--- config.mk ---
export PLATFORM = sky130hd
export DESIGN_NAME = bram_word_arbiter
export DESIGN_NICKNAME = d
export VERILOG_FILES = /design/src/rtl/bram_arb_pkg.sv /design/src/rtl/bram_rr_arb2.sv /design/src/rtl/bram_word_arbiter.sv
export SDC_FILE = /design/constraint.sdc
export NUM_CORES = 1
export LEC_CHECK = 0
export ABC_AREA = 1
export CAP_MARGIN = 15
export CORE_UTILIZATION = 25
export DETAILED_ROUTE_END_ITERATION = 8
export GPL_TIMING_DRIVEN = 0
export HOLD_SLACK_MARGIN = 0.02
export PLACE_DENSITY = 0.44
export RECOVER_POWER = 50
export SLEW_MARGIN = 15
export SYNTH_ARGS = -nofsm -noshare
export SYNTH_HDL_FRONTEND = slang
export SYNTH_HIERARCHICAL = 1
export SYNTH_SLANG_ARGS = --single-unit
--- constraint.sdc ---
create_clock -name clk -period 16.25 [get_ports clk]
set_clock_uncertainty 0.1 [all_clocks]
set_input_delay 3.25 -clock clk [delete_from_list [all_inputs] [get_ports clk]]
set_output_delay 3.25 -clock clk [all_outputs]
set_load 0.03 [all_outputs]
--- src/rtl/bram_arb_pkg.sv ---
// Shared types and constants for the byte-wide BRAM word arbiter.
// Imported by the arbiter top and its round-robin sub-module.
package bram_arb_pkg;

  localparam int BYTES_PER_WORD = 4;
  localparam int WORD_W         = 32;
  localparam int K_W            = $clog2(BYTES_PER_WORD);

  typedef enum logic [1:0] {
    IDLE,
    XFER,
    DRAIN,
    DONE
  } state_e;

  typedef enum logic {
    GNT_INST = 1'b0,
    GNT_DATA = 1'b1
  } grant_e;

endpackage

--- src/rtl/bram_rr_arb2.sv ---
// Two-way round-robin arbiter: bit 0 is the instruction port, bit 1 the data port.
// last_grant records the winner on each update strobe and steers the next tie.
module bram_rr_arb2
  import bram_arb_pkg::*;
(
  input  logic       clk,
  input  logic       rst,
  input  logic [1:0] req,
  input  logic       update,
  output logic [1:0] gnt,
  output grant_e     last_grant
);

  // NOTE: every combinational output gets a default first so no path can infer a latch.
  always_comb begin
    gnt = 2'b00;
    case (req)
      2'b01:   gnt = 2'b01;
      2'b10:   gnt = 2'b10;
      2'b11:   gnt = (last_grant == GNT_INST) ? 2'b10 : 2'b01;
      default: gnt = 2'b00;
    endcase
  end

  // NOTE: sequential state uses non-blocking assignments so all flops update together.
  always_ff @(posedge clk or posedge rst) begin
    if (rst) begin
      last_grant <= GNT_DATA;
    end else if (update && (|gnt)) begin
      last_grant <= gnt[1] ? GNT_DATA : GNT_INST;
    end
  end

endmodule

--- src/rtl/bram_word_arbiter.sv ---
// Shares a single-port byte-wide BRAM between an instruction-fetch port and a
// data port; each 32-bit access is four little-endian byte cycles.
module bram_word_arbiter
  import bram_arb_pkg::*;
#(
  parameter int ADDR_WIDTH = 11,
  parameter int DATA_WIDTH = 8
) (
  input  logic                  clk,
  input  logic                  rst,
  input  logic                  i_req,
  input  logic [ADDR_WIDTH-3:0] i_addr,
  output logic                  i_ack,
  output logic [WORD_W-1:0]     i_rdata,
  input  logic                  d_req,
  input  logic                  d_we,
  input  logic [3:0]            d_be,
  input  logic [ADDR_WIDTH-3:0] d_addr,
  input  logic [WORD_W-1:0]     d_wdata,
  output logic                  d_ack,
  output logic [WORD_W-1:0]     d_rdata,
  output logic                  busy,
  output logic                  bram_ena,
  output logic                  bram_wea,
  output logic [ADDR_WIDTH-1:0] bram_addra,
  output logic [DATA_WIDTH-1:0] bram_dina,
  input  logic [DATA_WIDTH-1:0] bram_douta
);

  localparam int                WA_W   = ADDR_WIDTH - 2;
  localparam logic [K_W-1:0]    K_LAST = K_W'(BYTES_PER_WORD - 1);

  if (DATA_WIDTH != 8) begin : g_data_width_check
    $error("bram_word_arbiter: DATA_WIDTH must be 8");
  end

  state_e                  state, state_nx;
  logic [K_W-1:0]          k, k_nx, k_inc;
  logic [1:0]              gnt;
  grant_e                  last_grant;
  logic                    arb_update;

  logic [WA_W-1:0]         addr_q, sel_addr;
  logic                    we_q, sel_we;
  logic [3:0]              be_q;
  logic [WORD_W-1:0]       wdata_q;
  logic [WORD_W-DATA_WIDTH-1:0] rbuf;

  logic                    ena_nx, wea_nx, i_ack_nx, d_ack_nx;
  logic [ADDR_WIDTH-1:0]   addra_nx;
  logic [DATA_WIDTH-1:0]   dina_nx;

  bram_rr_arb2 u_arb (
    .clk        (clk),
    .rst        (rst),
    .req        ({d_req, i_req}),
    .update     (arb_update),
    .gnt        (gnt),
    .last_grant (last_grant)
  );

  // After a grant, last_grant names the port that owns the access in flight.
  assign sel_addr = gnt[1] ? d_addr : i_addr;
  assign sel_we   = gnt[1] & d_we;
  assign k_inc    = k + 1'b1;
  assign busy     = (state != IDLE);

  always_comb begin
    state_nx   = state;
    k_nx       = k;
    arb_update = 1'b0;
    ena_nx     = 1'b0;
    wea_nx     = 1'b0;
    addra_nx   = '0;
    dina_nx    = '0;
    i_ack_nx   = 1'b0;
    d_ack_nx   = 1'b0;
    case (state)
      IDLE: begin
        if (|gnt) begin
          arb_update = 1'b1;
          state_nx   = XFER;
          k_nx       = '0;
          ena_nx     = 1'b1;
          addra_nx   = {sel_addr, {K_W{1'b0}}};
          wea_nx     = sel_we & d_be[0];
          dina_nx    = sel_we ? d_wdata[DATA_WIDTH-1:0] : '0;
        end
      end
      XFER: begin
        if (k == K_LAST) begin
          state_nx = we_q ? DONE : DRAIN;
          d_ack_nx = we_q;
        end else begin
          k_nx     = k_inc;
          ena_nx   = 1'b1;
          addra_nx = {addr_q, k_inc};
          wea_nx   = we_q & be_q[k_inc];
          dina_nx  = we_q ? wdata_q[{k_inc, 3'b000} +: DATA_WIDTH] : '0;
        end
      end
      DRAIN: begin
        state_nx = DONE;
        i_ack_nx = (last_grant == GNT_INST);
        d_ack_nx = (last_grant == GNT_DATA);
      end
      DONE:    state_nx = IDLE;
      default: state_nx = IDLE;
    endcase
  end

  always_ff @(posedge clk or posedge rst) begin
    if (rst) begin
      state      <= IDLE;
      k          <= '0;
      bram_ena   <= 1'b0;
      bram_wea   <= 1'b0;
      bram_addra <= '0;
      bram_dina  <= '0;
      i_ack      <= 1'b0;
      d_ack      <= 1'b0;
      i_rdata    <= '0;
      d_rdata    <= '0;
      addr_q     <= '0;
      we_q       <= 1'b0;
      be_q       <= '0;
      wdata_q    <= '0;
      rbuf       <= '0;
    end else begin
      state      <= state_nx;
      k          <= k_nx;
      bram_ena   <= ena_nx;
      bram_wea   <= wea_nx;
      bram_addra <= addra_nx;
      bram_dina  <= dina_nx;
      i_ack      <= i_ack_nx;
      d_ack      <= d_ack_nx;
      if (arb_update) begin
        addr_q  <= sel_addr;
        we_q    <= sel_we;
        be_q    <= d_be;
        wdata_q <= d_wdata;
      end
      // douta lags the address by one cycle, so byte k-1 arrives during byte cycle k.
      if (state == XFER) begin
        case (k)
          2'd1:    rbuf[7:0]   <= bram_douta;
          2'd2:    rbuf[15:8]  <= bram_douta;
          2'd3:    rbuf[23:16] <= bram_douta;
          default: ;
        endcase
      end
      if (state == DRAIN) begin
        if (last_grant == GNT_INST) i_rdata <= {bram_douta, rbuf};
        else                        d_rdata <= {bram_douta, rbuf};
      end
    end
  end

endmodule

# Yosys cells after proc, flatten, opt, wreduce, memory -nomap -nowiden
# Cells that the tools add are included.
[word_totals]
input_bits = 67
regBits = 162
[classes]
reduce_logical = 12
n_eq_ne = 12
n_mux = 31
add_sub_neg = 1
magnitude_cmp = 1
bitwise_logic = 4
shift = 1
[ops]
columns = ["cell", "count"]
rows = [
  ["8-bit two-way mux", 4],
  ["32-bit by 6-bit variable part select with 8-bit output", 1],
  ["11-bit two-way mux", 2],
  ["11-bit case mux with 2 select lines", 1],
  ["8-bit case mux with 2 select lines", 1],
  ["2-bit == test (second input constant)", 6],
  ["2-bit AND reduction", 6],
  ["1-bit two-way mux", 10],
  ["2-bit two-way mux", 5],
  ["9-bit two-way mux", 1],
  ["2-bit case mux with 4 select lines", 1],
  ["2-bit by 1-bit == test with 1-bit output (second input constant)", 3],
  ["2-bit != test (second input constant)", 3],
  ["1-bit case mux with 2 select lines", 3],
  ["2-bit case mux with 3 select lines", 1],
  ["2-bit case mux with 2 select lines", 1],
  ["2-bit nonzero test", 2],
  ["1-bit AND", 3],
  ["2-bit by 3-bit < comparator with 1-bit output (second input constant)", 1],
  ["3-bit AND reduction", 1],
  ["2-bit by 1-bit adder with 2-bit output (second input constant)", 1],
  ["1-bit binary-select mux with 2-bit select", 1],
  ["2-bit zero test", 1],
  ["2-bit OR reduction", 1],
  ["other kinds (2)", 2],
]

# Longest topological paths before layout
[logic_depth]
ltp_word = 6
ltp_mapped = 10
ltp_nobuf = 9

# Cells and area by module
# Netlist, hierarchy kept.
[modules_own_cells]
columns = ["mod", "seq_area_each_um2", "area_each_um2", "n_inst", "cells_each"]
rows = [
  ["bram_word_arbiter", 4028.9, 6516.2, 1, 720],
  ["bram_rr_arb2", 26.3, 70.1, 1, 10],
]

# Worst setup path after synthesis
# OpenSTA, ideal clock, no wires.
[synth_timing]
path_type = "input to register"
start = "in i_req"
end = "reg u_arb.last_grant"
setup_ps = 76
arrival_ps = 4119
slack_ps = 11956
n_path_buf = 2
t_required_ps = 16074
path_stages = 10
path_cell_list = "nand2_1 > and2_4 > nor2_2 > nor2_2 > nor2_2 > buf_6 > buf_4 > o21ai_0 > nand2_1 > nand2_1"
[synth_between]
elab_chain_len = 6
elab_cells_between_ends = 9
cone_classes = "3 x eq/ne; 4 x mux; 2 x reduce/logical"
[synth_rtl]
columns = ["element", "line", "rtl"]
rows = [
  ["from (decl)", "bram_word_arbiter.sv:11", "input logic i_req,"],
  ["2-bit == test / 2-bit by 1-bit == test with 1-bit output (equally long branches)", "bram_rr_arb2.sv:17", "case (req)"],
  ["2-bit case mux with 3 select lines (*)", "bram_rr_arb2.sv:17", ""],
  ["net gnt[1]", "bram_word_arbiter.sv:39", "logic [1:0] gnt;"],
  ["2-bit OR reduction (*)", "bram_word_arbiter.sv:80", "if (|gnt) begin"],
  ["1-bit two-way mux (*)", "bram_word_arbiter.sv:80", ""],
  ["1-bit two-way mux (*)", "bram_word_arbiter.sv:78", "case (state)"],
  ["net arb_update", "bram_word_arbiter.sv:41", "logic arb_update;"],
  ["1-bit logical AND (*)", "bram_rr_arb2.sv:29", "end else if (update && (|gnt)) begin"],
  ["to (signal assigned)", "bram_rr_arb2.sv:30", "last_grant <= gnt[1] ? GNT_DATA : GNT_INST;"],
  ["to (decl)", "bram_rr_arb2.sv:11", "output grant_e last_grant"],
]
# Mark *: on every way through the listed nets, which the timed path passes. The rest lies on a longest branch.
# A chain may end at the register's enable or synchronous reset.

==> impl_metrics.json <==
{
  "status": "complete, but fails checks",
  "violations": "max-capacitance violations, max-slew violations",
  "htreeDepth": 4,
  "maxSlewViolCount": 164,
  "via_per_inst": 4.21,
  "antenna_found_initial": 0,
  "dr.pass1.iters": 4,
  "pin_count": 155,
  "cts_tree": "done",
  "tns_ns": 0,
  "die_area_sq_um": 27000,
  "switching_power_w": 0.000850,
  "setup_viol": 0,
  "fmax_mhz": 109,
  "hold_buffers": 0,
  "drv_cap": 2,
  "avgSynthCellArea_sq_um": 9.02,
  "timing.final.crit_share_pct": 56.3,
  "cp.arrival_ns": 8.87,
  "worstMarginPinSlew_ns": 4.63,
  "dp.cells": 1220,
  "combPwrFrac_pct": 44.8,
  "critPathKind": "in2async",
  "clock-sinks": 162,
  "clockBufferDepth": 2,
  "ir_drop_uv": 82.7,
  "first_global_vias": 5217,
  "final_cell_mix": "nand2_1 (250), dfrtp_1 (161), clkdlybuf4s50_1 (144)",
  "swShare_pct": 42.4,
  "nNetsFinal": 977,
  "cp-start-kind": "input pin",
  "place.gp.congestion": 0.719,
  "ys_seq_elements": 162,
  "fin_crit_ns": 9.15,
  "insertion_delay_ns": 0.43,
  "dp_hpwl_microns": 13200,
  "finalHoldViolations": 0,
  "fillers": 2737,
  "post_cts_buffers": 0,
  "synth_top_area_share_pct": 61.2,
  "ant_nets": 0,
  "max_slew_margin_pct": -210,
  "drt_iter0_markers": 244,
  "p_per_area_nw_per_um2": 220,
  "endpoint_kind": "async pin",
  "yosysTopAreaCell": "dfrtp_1",
  "synth_cell_types": 25,
  "critPathMaxFanout": 102,
  "crit_required_ns": 15.97,
  "synth_seq_area_share_pct": 61.6,
  "rsz0062_at_grt": "no",
  "area_growth_pct": 38.5,
  "diodes": 0,
  "clockPowerShare_pct": 20.7,
  "regArea_sq_um": 4060,
  "layout_commonest_cell": "nand2_1",
  "wire_per_inst_microns": 14.9,
  "syn-instance-count": 730,
  "ys_top_cells_by_area": "dfrtp_1 (61%), nand2_1 (14%), o21ai_0 (9.0%)",
  "hold_class": "reg2reg",
  "drive_gt1_share_pct": 6.43,
  "synth_warnings": 6,
  "cts.clk_slew.worst_paths_ns": 0.07,
  "multi_input_area_sq_um": 1960,
  "leakage_nw": 4.38,
  "grt_max_degree": 103,
  "stdcell_count": 1252,
  "track_usage_pct": 14.6,
  "numCtsBuffers": 17,
  "pwr-share-seq_pct": 34.4,
  "grt_pass1_wl_microns": 29400,
  "wl_microns": 18600,
  "clockRootBuffer": "clkbuf_16",
  "synth_nets": 803,
  "drc": 0,
  "coreArea_sq_um": 26000,
  "grt_overflow": 0,
  "port_buffers": 154,
  "synth_area_sq_um": 6590,
  "die_x_microns": 164,
  "start_util_pct": 25.3,
  "num_rows": 59,
  "die_h_microns": 164,
  "cts-resized-gates": 0,
  "internal_power_w": 0.00115,
  "vias": 5272
}
==> Yosys cell counts, drive strengths merged <==
cell and n:
dfrtp 161, clkinv 2, ha 6, dfstp 1
or2 1, nor2 7, o21ai 145, nand2 251
clkbuf 10, a21oi 1, o211ai 1, buf 24
inv 92, o21bai 1, nor3 1, nand3 25
and2 1
==> per-layer routing <==
layer / vias up / share of wire [%] / global-route usage, %
met4: 0 / 1.1 / 4.29
met5: - / 0 / 0
met3: 15 / 6.0 / 4.39
met1: 2488 / 48 / 19.6
met2: 142 / 45 / 22.3
li1: 2627 / - / -
==> path summary, 6_finish.rpt <==
kind                             from               end  slack (ns)  cells after the start
max                               rst          rbuf[14]        7.10                      3
min                        d_rdata[9]        d_rdata[9]        0.38                      2
max reg2reg                      k[0]      bram_dina[0]       13.97                      8
min reg2reg                d_rdata[9]        d_rdata[9]        0.38                      2
max in group clk             state[0]              busy       10.83                      4
min in group asynchronous         rst  u_arb/last_grant        3.21                      2
==> power by group through the flow <==
stage / clock network (W) / logic, W / registers (W)
2_1_floorplan: 0 / 0.000372 / 0.000877
3_3_place_gp: 0 / 0.000922 / 0.000697
3_5_place_dp: 0 / 0.000927 / 0.000699
4_1_cts: 0.000427 / 0.000930 / 0.000693
5_1_grt: 0.000444 / 0.00100 / 0.000713
6_report: 0.000416 / 0.000899 / 0.000691
==> area by class of cell <==
class / instances / share of cell area (%)
timing repair buffer: 155 / 16.9
tap: 335 / 4.60
clock buffer: 17 / 4.66
buffer: 34 / 1.93
clock inverter: 15 / 1.99
sequential: 162 / 44.5
inverter: 94 / 3.88
multi-input combinational: 440 / 21.5
==> through the flow <==
step | area (sq um) | power [W] | util (%) | setup WS, ns | hold slack, ns
floorplan | 6590 | 0.00125 | - | 8.55 | 0.353
global placement | 8550 | 0.00162 | 32.9 | 5.83 | 0.369
detailed placement | 8580 | 0.00163 | 33.0 | 11.20 | 0.373
CTS | 9190 | 0.00205 | 35.4 | 10.81 | 0.390
global route | 9120 | 0.00216 | 35.1 | 5.76 | 0.401
finish | 9120 | 0.00201 | 35.1 | 7.10 | 0.383
==> sequential cells by signal, indices dropped and copies added (netlist names), 2 cells and up <==
register	count
addr_q	9
state	2
wdata_q	32
i_rdata	32
be_q	4
bram_addra	11
k	2
bram_dina	8
d_rdata	32
rbuf	24
==> worst max-delay path, stage by stage <==
cell and delay [ns]:
dlygate4sd3_1 0.58, clkinvlp_2 2.59, clkbuf_1 2.38
==> cells by family after synthesis <==
group	count (synthesis)	synth area share, %
compound gates	148	11.7
fa+ha+maj	6	1.14
buf+inv	128	8.36
flops	162	61.6
simple gates	286	17.3
Power figures use the tool's default switching activity.
==> variant (same settings) <==
The parameter `ADDR_WIDTH` goes from 11 to 10.
--- a/src/rtl/bram_word_arbiter.sv
+++ b/src/rtl/bram_word_arbiter.sv
@@ -4,5 +4,5 @@
   import bram_arb_pkg::*;
 #(
-  parameter int ADDR_WIDTH = 11,
+  parameter int ADDR_WIDTH = 10,
   parameter int DATA_WIDTH = 8
 ) (
Interface: changed (resized bram_addra, d_addr and i_addr); port bits go from 155 to 152. No check against the original RTL was run, so the function may have changed too.
==> variant against the original RTL <==
Area after synthesis down 0.23%. Global-route usage up 0.12 points. First-iteration DRC count up 5.7%. Total power down 1.1%. Sequential cell count down 2. Largest cell class unchanged. Highest routed layer unchanged. Design area down 1.2%. Routed wire length down 0.20%. Critical path type unchanged. The run still ends with max-capacitance violations, max-slew violations left. Cell count down 1.5%. Critical endpoint is now wdata_q[9]$_DFFE_PP0P_. Setup slack better by 3.6 ns.
==> variant: results (changes against the original RTL) <==
Critical path data arrival time -> 5.94 ns (was 8.87 ns)
Slowest CP cell -> clkinvlp_2 (unchanged)
Leak Pwr -> 4.33 nW (was 4.38 nW)
Slew Limit Fails -> 57 (was 164)
Largest net degree at the start of global routing -> 104 (was 103)
First-pass GRT wire length -> 29,600 um (was 29,400 um)
Hpwl dp -> 13,100 um (was 13,200 um)
Layout cells sized above 1 -> 0.0764 (was 0.0643)
Cells after synthesis -> 719 (was 730)
HP Class -> flop to flop (unchanged)
Number of global-route vias before repair -> 5,244 (was 5,217)
MaxCap Viol Count -> 1 (was 2)
DR vias/cell -> 4.18 (was 4.21)
Worst skew pair latency -> 0.43 ns (about the same)
Top cells by count, synth -> 247 x nand2_1, 159 x dfrtp_1, 112 x o21ai_0 (was 250 x nand2_1, 161 x dfrtp_1, 119 x o21ai_0)
CP peak stage delay -> 1.51 ns (was 2.59 ns)
Largest vdd supply drop -> 92.5 uV (was 82.7 uV)
Yosys cell types -> 25 (unchanged)
GRT Util Overall -> 0.147 (was 0.146)
WL final -> 18,600 um (about the same)
Post-CTS Resized -> 0 (unchanged)
Fin crit period -> 5.53 ns (was 9.15 ns)
Failing checks -> max-capacitance violations, max-slew violations (unchanged)
Clock transition at the registers of the reported paths -> 0.07 ns (about the same)
H-tree lvl count -> 4 (unchanged)
Top post-synthesis cells by area -> dfrtp_1 61%, nand2_1 14%, o21ai_0 8.5% (was dfrtp_1 61%, nand2_1 14%, o21ai_0 9.0%)
Pre-CTS setup slack -> 11.08 ns (was 11.20 ns)
IO buf count -> 151 (was 154)
Number of iterations in the first detailed-routing pass -> 4 (unchanged)
Final RePlAce weighted congestion -> 0.730 (was 0.719)
Clock root cell -> clkbuf_16 (unchanged)
Iteration-0 DRC Markers -> 258 (was 244)
Worst-path fanout max -> 103 (was 102)
Ys async rst share -> 1.00 (unchanged)
Status -> complete, but fails checks (unchanged)
Post-synthesis sequential area ratio -> 0.609 (was 0.616)
Synth warn -> 6 (unchanged)
Post-Syn Nets -> 790 (was 803)
Initial antenna violation count -> 0 (unchanged)
Nets -> 961 (was 977)
WL per Instance -> 15.1 um (was 14.9 um)
Cells after DPL -> 1,201 (was 1,220)
Top FF cell, synth -> dfrtp_1 (unchanged)
N_diodes -> 0 (unchanged)
Slew headroom -> -0.772 (was -2.10)
CP top delay family -> buffers and inverters (unchanged)
TritonCTS Buffers -> 17 (unchanged)
Top flop regs -> d_rdata: 32 flops, i_rdata: 32 flops, wdata_q: 32 flops (unchanged)
variant: cell count changes after synthesis, moves of 3 or more:
cell      delta
nand2_1      -3
o21ai_2     +17
clkbuf_1     -5
o21ai_1     -11
o21ai_0      -7
clkbuf_2     +3
variant: path summary, 6_finish.rpt:
path                            slack (ns)  depth (start not counted)                 start                      endpoint
min in group asynchronous             3.23                          2                   rst  u_arb/last_grant$_DFFE_PP1P_
worst max-delay path                 10.72                          3                   rst        wdata_q[9]$_DFFE_PP0P_
worst max register to register       14.04                          8      k[0]$_DFFE_PP0P_        bram_dina[5]$_DFF_PP0_
worst min register to register        0.38                          2  rbuf[10]$_DFFE_PP0P_          rbuf[10]$_DFFE_PP0P_
max in group clk                     10.88                          4  state[0]$_DFFE_PP0P_                          busy
worst min-delay path                  0.38                          2  rbuf[10]$_DFFE_PP0P_          rbuf[10]$_DFFE_PP0P_
variant: cell families after synthesis:
group,count (synthesis),share of synthesized area
AND/OR/NAND/NOR,281,0.170
flip-flops,160,0.609
AO/OA/AOI/OAI,146,0.125
buffers and inverters,126,0.0840
adder cells (fa/ha/maj),6,0.0114
variant: tightest hold or removal path, cell delays in order, from the launching register on:
cell     delay, ns
dfrtp_1       0.34
nand2_1       0.05
o21ai_0       0.06
variant: cell type report:
class                           instances  area, um2
Buffer                                 33        161
Clock buffer                           17        425
Clock inverter                         15        176
Fill cell                            2658      16500
Inverter                               93        350
Multi-Input combinational cell        433       1940
Sequential cell                       160       4010
Tap cell                              330        413
Timing Repair Buffer                  152       1540
variant: layer usage:
layer	share of wire	global-route usage
met1	0.49	0.197
met2	0.45	0.232
met3	0.053	0.0389
met4	0.0089	0.0383
met5	0	0
variant: power breakdown:
| group | leakage (nW) | total (W) | internal, W | switching, W |
|---|---|---|---|---|
| Clock | 0.286 | 0.000414 | 0.000231 | 0.000183 |
| Sequential | 1.97 | 0.000680 | 0.000591 | 0.0000889 |
| Combinational | 2.08 | 0.000890 | 0.000329 | 0.000561 |
variant: metrics by stage:
step	total power, W	util	area, um2	hold WS, ns
floorplan	0.00126	-	6570	0.353
global placement	0.00162	0.334	8500	0.367
detailed placement	0.00163	0.335	8530	0.371
CTS	0.00205	0.359	9130	0.389
global route	0.00214	0.354	9010	0.404
finish	0.00198	0.354	9010	0.384
